File: config.mk
export PLATFORM = sky130hd
export DESIGN_NAME = pixel_writer
export DESIGN_NICKNAME = d
export VERILOG_FILES = /design/src/rtl/pixel_writer.sv
export SDC_FILE = /design/constraint.sdc
export NUM_CORES = 1
export LEC_CHECK = 0
export ABC_AREA = 1
export BUFFER_PORTS_ARGS = -buffer_cell sky130_fd_sc_hd__clkbuf_2
export CORE_MARGIN = 1
export CORE_UTILIZATION = 50
export DETAILED_ROUTE_END_ITERATION = 10
export PLACE_DENSITY = 0.67
export SLEW_MARGIN = 30
export SYNTH_ARGS = -nofsm -noshare
export SYNTH_HDL_FRONTEND = slang
export SYNTH_SLANG_ARGS = --single-unit
File: constraint.sdc
create_clock -name clock_in -period 4.6 [get_ports clock_in]
set_clock_uncertainty 0.1 [all_clocks]
set_input_delay 0.69 -clock clock_in [delete_from_list [all_inputs] [get_ports clock_in]]
set_output_delay 0.69 -clock clock_in [all_outputs]
set_load 0.01 [all_outputs]
File: src/rtl/pixel_writer.sv
// pixel_writer: queues rasteriser pixels and read-modify-writes them into a
// packed 4bpp framebuffer, coalescing same-word pixels into a single write.
//
// Ports:
//   clock_in, reset_in (sync, active high)
//   horizontal_in/vertical_in/write_enable_in/colour_in : rasteriser pixel stream
//   flush_in             : write back the cached word once the FIFO drains
//   mem_address_out      : framebuffer word address (valid with a strobe, else 0)
//   mem_read_enable_out  : read strobe, data on mem_read_data_in next cycle
//   mem_read_data_in     : read data
//   mem_write_enable_out : write strobe, one cycle per word
//   mem_write_data_out   : write data (valid with the write strobe, else 0)
//   idle_out             : FIFO empty, nothing dirty, FSM idle
//   overflow_out         : sticky, a pixel was dropped on a full FIFO
module pixel_writer #(
  parameter int H_RES      = 640,
  parameter int V_RES      = 400,
  parameter int FIFO_DEPTH = 16
) (
  input  logic        clock_in,
  input  logic        reset_in,
  input  logic [9:0]  horizontal_in,
  input  logic [8:0]  vertical_in,
  input  logic        write_enable_in,
  input  logic [3:0]  colour_in,
  input  logic        flush_in,
  output logic [15:0] mem_address_out,
  output logic        mem_read_enable_out,
  input  logic [15:0] mem_read_data_in,
  output logic        mem_write_enable_out,
  output logic [15:0] mem_write_data_out,
  output logic        idle_out,
  output logic        overflow_out
);

  localparam int AW = $clog2(FIFO_DEPTH);

  localparam logic [2:0] S_IDLE  = 3'd0;
  localparam logic [2:0] S_FETCH = 3'd1;
  localparam logic [2:0] S_MERGE = 3'd2;
  localparam logic [2:0] S_HOLD  = 3'd3;
  localparam logic [2:0] S_WB    = 3'd4;

  function automatic logic [15:0] put_nib(
    input logic [15:0] w,
    input logic [1:0]  n,
    input logic [3:0]  c
  );
    logic [15:0] r;
    r = w;
    r[{n, 2'b00} +: 4] = c;
    return r;
  endfunction

  // capture
  logic        prev_we_q, prev_we_d;
  logic [9:0]  prev_x_q, prev_x_d;
  logic [8:0]  prev_y_q, prev_y_d;
  logic        in_range;
  logic        capture;
  logic [17:0] pix_idx;
  logic [21:0] push_entry;

  // fifo entry: {word[15:0], nibble[1:0], colour[3:0]}
  logic [21:0] fifo_mem_q [FIFO_DEPTH];
  logic [AW:0] wr_ptr_q, wr_ptr_d;
  logic [AW:0] rd_ptr_q, rd_ptr_d;
  logic        empty, full, push, pop;
  logic [21:0] head;
  logic [15:0] head_word;

  // fsm / cache
  logic [2:0]  state_q, state_d;
  logic [15:0] word_q, word_d;
  logic [1:0]  nib_q, nib_d;
  logic [3:0]  col_q, col_d;
  logic [15:0] cache_q, cache_d;
  logic        dirty_q, dirty_d;
  logic        flush_pend_q, flush_pend_d;
  logic        overflow_q, overflow_d;

  assign in_range = (32'(horizontal_in) < H_RES) &&
                    (32'(vertical_in) < V_RES);

  // constant multiply: the tool reduces it to a shift-add
  assign pix_idx = 18'(vertical_in) * 18'(H_RES) +
                   18'(horizontal_in);

  assign push_entry = {pix_idx[17:2], pix_idx[1:0], colour_in};

  // a held coordinate is pushed once; a new one while held is pushed too
  assign capture = write_enable_in && in_range &&
                   (!prev_we_q ||
                    horizontal_in != prev_x_q ||
                    vertical_in != prev_y_q);

  assign empty = (wr_ptr_q == rd_ptr_q);
  assign full  = (wr_ptr_q[AW] != rd_ptr_q[AW]) &&
                 (wr_ptr_q[AW-1:0] == rd_ptr_q[AW-1:0]);

  // a pop in the same cycle frees a slot for a push when full
  assign push = capture && (!full || pop);

  assign head      = fifo_mem_q[rd_ptr_q[AW-1:0]];
  assign head_word = head[21:6];

  always_comb begin
    prev_we_d    = write_enable_in;
    prev_x_d     = horizontal_in;
    prev_y_d     = vertical_in;
    state_d      = state_q;
    word_d       = word_q;
    nib_d        = nib_q;
    col_d        = col_q;
    cache_d      = cache_q;
    dirty_d      = dirty_q;
    flush_pend_d = flush_pend_q;
    pop          = 1'b0;

    if (flush_in && state_q != S_IDLE) begin
      flush_pend_d = 1'b1;
    end

    unique case (state_q)
      S_IDLE: begin
        if (!empty) begin
          pop     = 1'b1;
          word_d  = head_word;
          nib_d   = head[5:4];
          col_d   = head[3:0];
          state_d = S_FETCH;
        end
      end
      S_FETCH: begin
        state_d = S_MERGE;
      end
      S_MERGE: begin
        cache_d = put_nib(mem_read_data_in, nib_q, col_q);
        dirty_d = 1'b1;
        // a queued miss skips HOLD so a miss costs WB+FETCH+MERGE
        if (!empty && head_word != word_q) begin
          state_d = S_WB;
        end else begin
          state_d = S_HOLD;
        end
      end
      S_HOLD: begin
        if (!empty) begin
          if (head_word == word_q) begin
            pop     = 1'b1;
            cache_d = put_nib(cache_q, head[5:4], head[3:0]);
          end else begin
            state_d = S_WB;
          end
        end else if (flush_in || flush_pend_q ||
                     !write_enable_in) begin
          flush_pend_d = 1'b0;
          state_d      = S_WB;
        end
      end
      S_WB: begin
        dirty_d = 1'b0;
        if (!empty) begin
          pop     = 1'b1;
          word_d  = head_word;
          nib_d   = head[5:4];
          col_d   = head[3:0];
          state_d = S_FETCH;
        end else begin
          state_d = S_IDLE;
        end
      end
      default: begin
        state_d = S_IDLE;
      end
    endcase

    wr_ptr_d   = push ? wr_ptr_q + 1'b1 : wr_ptr_q;
    rd_ptr_d   = pop ? rd_ptr_q + 1'b1 : rd_ptr_q;
    overflow_d = overflow_q || (capture && !push);
  end

  always_ff @(posedge clock_in) begin
    if (push) begin
      fifo_mem_q[wr_ptr_q[AW-1:0]] <= push_entry;
    end
  end

  always_ff @(posedge clock_in) begin
    if (reset_in) begin
      prev_we_q    <= 1'b0;
      prev_x_q     <= '0;
      prev_y_q     <= '0;
      wr_ptr_q     <= '0;
      rd_ptr_q     <= '0;
      state_q      <= S_IDLE;
      word_q       <= '0;
      nib_q        <= '0;
      col_q        <= '0;
      cache_q      <= '0;
      dirty_q      <= 1'b0;
      flush_pend_q <= 1'b0;
      overflow_q   <= 1'b0;
    end else begin
      prev_we_q    <= prev_we_d;
      prev_x_q     <= prev_x_d;
      prev_y_q     <= prev_y_d;
      wr_ptr_q     <= wr_ptr_d;
      rd_ptr_q     <= rd_ptr_d;
      state_q      <= state_d;
      word_q       <= word_d;
      nib_q        <= nib_d;
      col_q        <= col_d;
      cache_q      <= cache_d;
      dirty_q      <= dirty_d;
      flush_pend_q <= flush_pend_d;
      overflow_q   <= overflow_d;
    end
  end

  assign mem_read_enable_out  = (state_q == S_FETCH);
  assign mem_write_enable_out = (state_q == S_WB);
  assign mem_address_out =
    (mem_read_enable_out || mem_write_enable_out) ? word_q : '0;
  assign mem_write_data_out =
    mem_write_enable_out ? cache_q : '0;
  assign idle_out = empty && !dirty_q && (state_q == S_IDLE);
  assign overflow_out = overflow_q;

endmodule

### Word level (Yosys, flattened, before mapping)

Memory sizes are Yosys's and may differ from the RTL's. A register that Yosys moved wholly into a read port is not among the register bits.
Index checks and enable logic that the tools add are counted.

* register bits: 74
* RAM bits: 352
* output and inout port bits: 36
* word-level logic and storage cells: 101
* memories kept: 1

* add/subtract/negate cells: 5
* $mul: 1
* $lt $le $gt $ge: 2
* eq/ne operators: 16
* shift-type cells: 4
* muxes and demuxes: 27
* bitwise gates (word level): 1
* reductions and logical operators: 31

Memory list
* fifo_mem_q: depth 16, bits a word 22, read ports 1, clocked after memory_dff 1, write ports 1, RTL line 65 `logic [21:0] fifo_mem_q [FIFO_DEPTH];`

Operators with widths (number)
* 2-to-1 mux 16 bit: 4
* bitwise mux 16 bit: 2
* one-hot mux 16 bit (2 select lines): 1
* variable shift 4 x 6 -> 16 bit, first input constant: 2
* variable part select 4 x 6 -> 16 bit: 2
* adder 18 x 10 -> 18 bit: 1
* == test 16 bit: 1
* != test 16 bit: 1
* 2-to-1 mux 3 bit: 5
* one-hot mux 3 bit (5 select lines): 1
* negator 4 -> 6 bit: 2
* multiplier 9 x 3 -> 11 bit, second input constant: 1
* adder 5 x 1 -> 5 bit, second input constant: 2
* logical AND 1 bit: 10
* < comparator 10 bit, second input constant: 1
* 2-to-1 mux 1 bit: 10
* != test 10 bit: 1
* < comparator 9 bit, second input constant: 1
* != test 9 bit: 1
* 2-to-1 mux 4 bit: 2
* logical OR 1 bit: 7
* == test 3 x 2 -> 1 bit, second input constant: 2
* logical NOT 1 bit: 6
* != test 2 bit, second input constant: 3
* other kinds (14): 18

### Depth between registers and ports, before layout

* depth in word-level cells: 9
* depth in mapped cells: 20
* mapped depth without buffers: 18

### Worst setup path before layout

Ideal clock, no wire load.

* kind: input to register
* start: input port vertical_in[1]
* end: memory fifo_mem_q[0][20] (data pin)
* arrival time: 3096 ps
* required time: 4211 ps
* path slack: 1115 ps
* stages on the path: 9
* cell sequence: ha_1 -> ha_1 -> inv_1 -> fa_1 -> or3b_2 -> nor3_1 -> nand2_1 -> nor2_1 -> xor2_1

* word-level cells in the longest chain between the ends: 2

RTL lines
* start: declaration: RTL line 23 `input logic [8:0] vertical_in,`
* multiplier 9 x 3 -> 11 bit: RTL line 86 `assign pix_idx = 18'(vertical_in) * 18'(H_RES) +`
* adder 18 x 10 -> 18 bit: RTL line 86
* via pix_idx[16]: RTL line 61 `logic [17:0] pix_idx;`
* end: declaration: RTL line 65

The timed path passes the listed nets, and every way through them passes these cells.

==> impl_metrics.ini <==
[yosys]
ys_ff_latch = 430
ys_async_sr_fraction_pct = 0
synth_edf_count = 352
syn-cell-area_mm2 = 0.01903
synth_top_flop_cell = edfxtp_1
yosysWarnings = 0
syn-num-nets = 1979
synth_seq_area_share_pct = 63.76
postSynthCellCount = 1903
synth_cell_types = 41
synth_area_per_cell_um2 = 9.998

[placed_design]
post-dp-hpwl_um = 28890
io_buffers = 78
place.gp.congestion = 0.8819
dp_cells = 2463

[sta]
tightest_slew_ns = 0.7528
hold_violations = 0
finalCriticalPeriod_ns = 3.952
timing.slew.headroom_pct = 49.76
rsz0062_at_grt = no
tns_ns = 0
timing.final.max_slew_violations = 0
max_freq_mhz = 253.0
finalCritPeriodShare_pct = 85.92
setup_viol = 0
hold_ws_ns = 0.2802

[floorplan]
fp.dieW_um = 197.1
die_area_mm2 = 0.03883
io_pins = 79
initial_core_util_pct = 50.63
core_mm2 = 0.03758
std_cell_rows = 71
die_h_um = 197.1

[global_route]
grt_usage_pct = 24.60
grt_max_degree = 138
antenna_found_initial = 0
grt_pass1_vias = 13010
overflow = 0
grt_pass1_wl_um = 72630

[setup_path]
startpoint_type = register
path_class = register to register
required_ns = 4.73
reg2reg_slack_ns = 0.65
crit_path_end_kind = register
worstPathArrival_ns = 4.08
reg2reg_depth = 19
path_max_fanout = 52

[final_layout]
stdcell_count = 2547
antennaDiodeCount = 0
layout-drive-gt1-share_pct = 11.25
mostFrequentLayoutCells = nand2_1, edfxtp_1, nor2_1
area_growth_pct = 13.59
final_common_cell = nand2_1
num-nets-final = 2075
fillers = 3129

[worst_hold_path]
hold_path.class = primary input to register
whs_path_depth = 3

[job]
max_cap_violations = 0

[clock_tree]
numCtsBuffers = 45
cts_sinks = 430
clk_pin_slew_ns = 0.06
cts_resized = 0
clkLatencyLatePin_ns = 0.57
cts_tree = done
post_cts_buffers = 0
cts_buffer_depth = 3
htree_num_levels = 2
ctsHoldBuffers = 0
root_buffer = clkbuf_16

[power_and_ir_drop]
power_density_mw_per_mm2 = 525.1
worst_ir_drop_vdd_mv = 0.3570
leakage_nw = 8.512

[routing]
firstDrtPassIters = 9
vias = 13710
finalWirelength_um = 46490
wire_per_inst_um = 18.25
drc = 2
viasPerCell = 5.384
drt_iter0_markers = 1097
postRouteAntennaNets = 0

[run_status]
status = finished, violations left
violations = DRC
[metal layers]
metal | vias up | wire, um | global-route usage [%]
met2 | 549 | 21750 | 40.18
met3 | 57 | 3547 | 3.961
li1 | 6614 | - | -
met5 | - | 0 | 0
met4 | 0 | 759 | 6.202
met1 | 6494 | 20430 | 34.41
[cell usage after synthesis, types with 2 or more instances]
cell / number / area share, %
a211oi_1: 16 / 0.63
a21oi_1: 63 / 1.7
a22oi_1: 6 / 0.24
and2_1: 2 / 0.066
buf_1: 8 / 0.16
buf_2: 34 / 0.89
buf_4: 9 / 0.36
clkbuf_1: 39 / 0.77
dfxtp_1: 78 / 8.2
edfxtp_1: 352 / 56
fa_1: 2 / 0.21
ha_1: 31 / 2.0
inv_1: 184 / 3.6
inv_2: 2 / 0.039
nand2_1: 424 / 8.4
nand2_2: 3 / 0.099
nand3_1: 188 / 4.9
nand3_2: 2 / 0.11
nand4_1: 2 / 0.066
nor2_1: 247 / 4.9
nor2_2: 2 / 0.066
nor3_1: 12 / 0.32
nor4_1: 3 / 0.099
o211ai_1: 24 / 0.95
o21a_1: 3 / 0.12
o21ai_0: 87 / 2.3
o21ai_1: 10 / 0.26
o221ai_1: 16 / 0.74
o22ai_1: 11 / 0.36
or2_2: 2 / 0.066
xnor2_1: 8 / 0.37
xor2_1: 24 / 1.1
[power breakdown]
group          total (mW)  switching (mW)  internal, mW
registers            4.60           0.106          4.49
clock network        3.40            1.45          1.95
logic                3.35            2.33          1.03
total                11.3            3.88          7.47
[registers in the layout, indices dropped and copies added (netlist names), 2 cells and up, named ones only]
register,count
state_q,3
word_q,16
wr_ptr_q,5
prev_x_q,10
fifo_mem_q,352
cache_q,16
col_q,4
prev_y_q,9
nib_q,2
rd_ptr_q,5
[worst max-delay path: stages, from the launching register on]
cell,delay [ns]
dfxtp_4,0.36
inv_4,0.47
buf_12,0.25
nand2_1,0.06
nand2_1,0.06
nand2_1,0.07
nand3_1,0.09
nand3_1,0.17
nand3_1,0.16
nand2_1,0.13
nor2_1,0.13
nand2_1,0.07
nor2_2,0.15
nand3_2,0.19
nand3_2,0.18
nand2_2,0.12
clkinv_2,0.12
nand2_1,0.14
nor2_2,0.19
buf_4,0.36
[layout make-up]
type	instances	area (um^2)	share of cell area, %
Clock buffer	68	1265	5.853
Timing Repair Buffer	139	935.9	4.330
Sequential cell	430	12140	56.16
Multi-Input combinational cell	1195	5821	26.93
Clock inverter	16	102.6	0.4747
Inverter	188	710.7	3.288
Tap cell	511	639.4	2.958
[kinds of logic (layout without fill, tap and decap cells)]
group | count (synthesis) | count (layout) | synth area share, %
XOR/XNOR | 32 | 32 | 1.473
buffers and inverters | 278 | 411 | 5.892
flip-flops | 430 | 430 | 63.76
AO/OA/AOI/OAI | 241 | 241 | 7.471
adder cells (fa/ha/maj) | 33 | 33 | 2.249
AND/OR/NAND/NOR | 889 | 889 | 19.15
[per-stage QoR]
stage | worst slack (ns) | utilization [%] | power (mW) | area [um^2]
global placement | 0.7761 | 53.85 | 7.921 | 20240
CTS | 0.6586 | 57.49 | 11.38 | 21600
detailed placement | 0.7011 | 53.85 | 7.989 | 20240
floorplan | 1.115 | - | 7.034 | 19030
global route | 0.3956 | 57.51 | 11.99 | 21610
finish | 0.6478 | 57.51 | 11.35 | 21610
[worst paths after layout]
path                                                from                     endpoint
worst min register to register  cache_q[12]$_SDFFE_PP0P_     cache_q[12]$_SDFFE_PP0P_
worst min-delay path                      vertical_in[2]       prev_y_q[2]$_SDFF_PP0_
worst max register to register                  register  fifo_mem_q[11][5]$_DFFE_PP_
worst max-delay path                            register  fifo_mem_q[11][5]$_DFFE_PP_
Power figures use the tool's default switching activity.
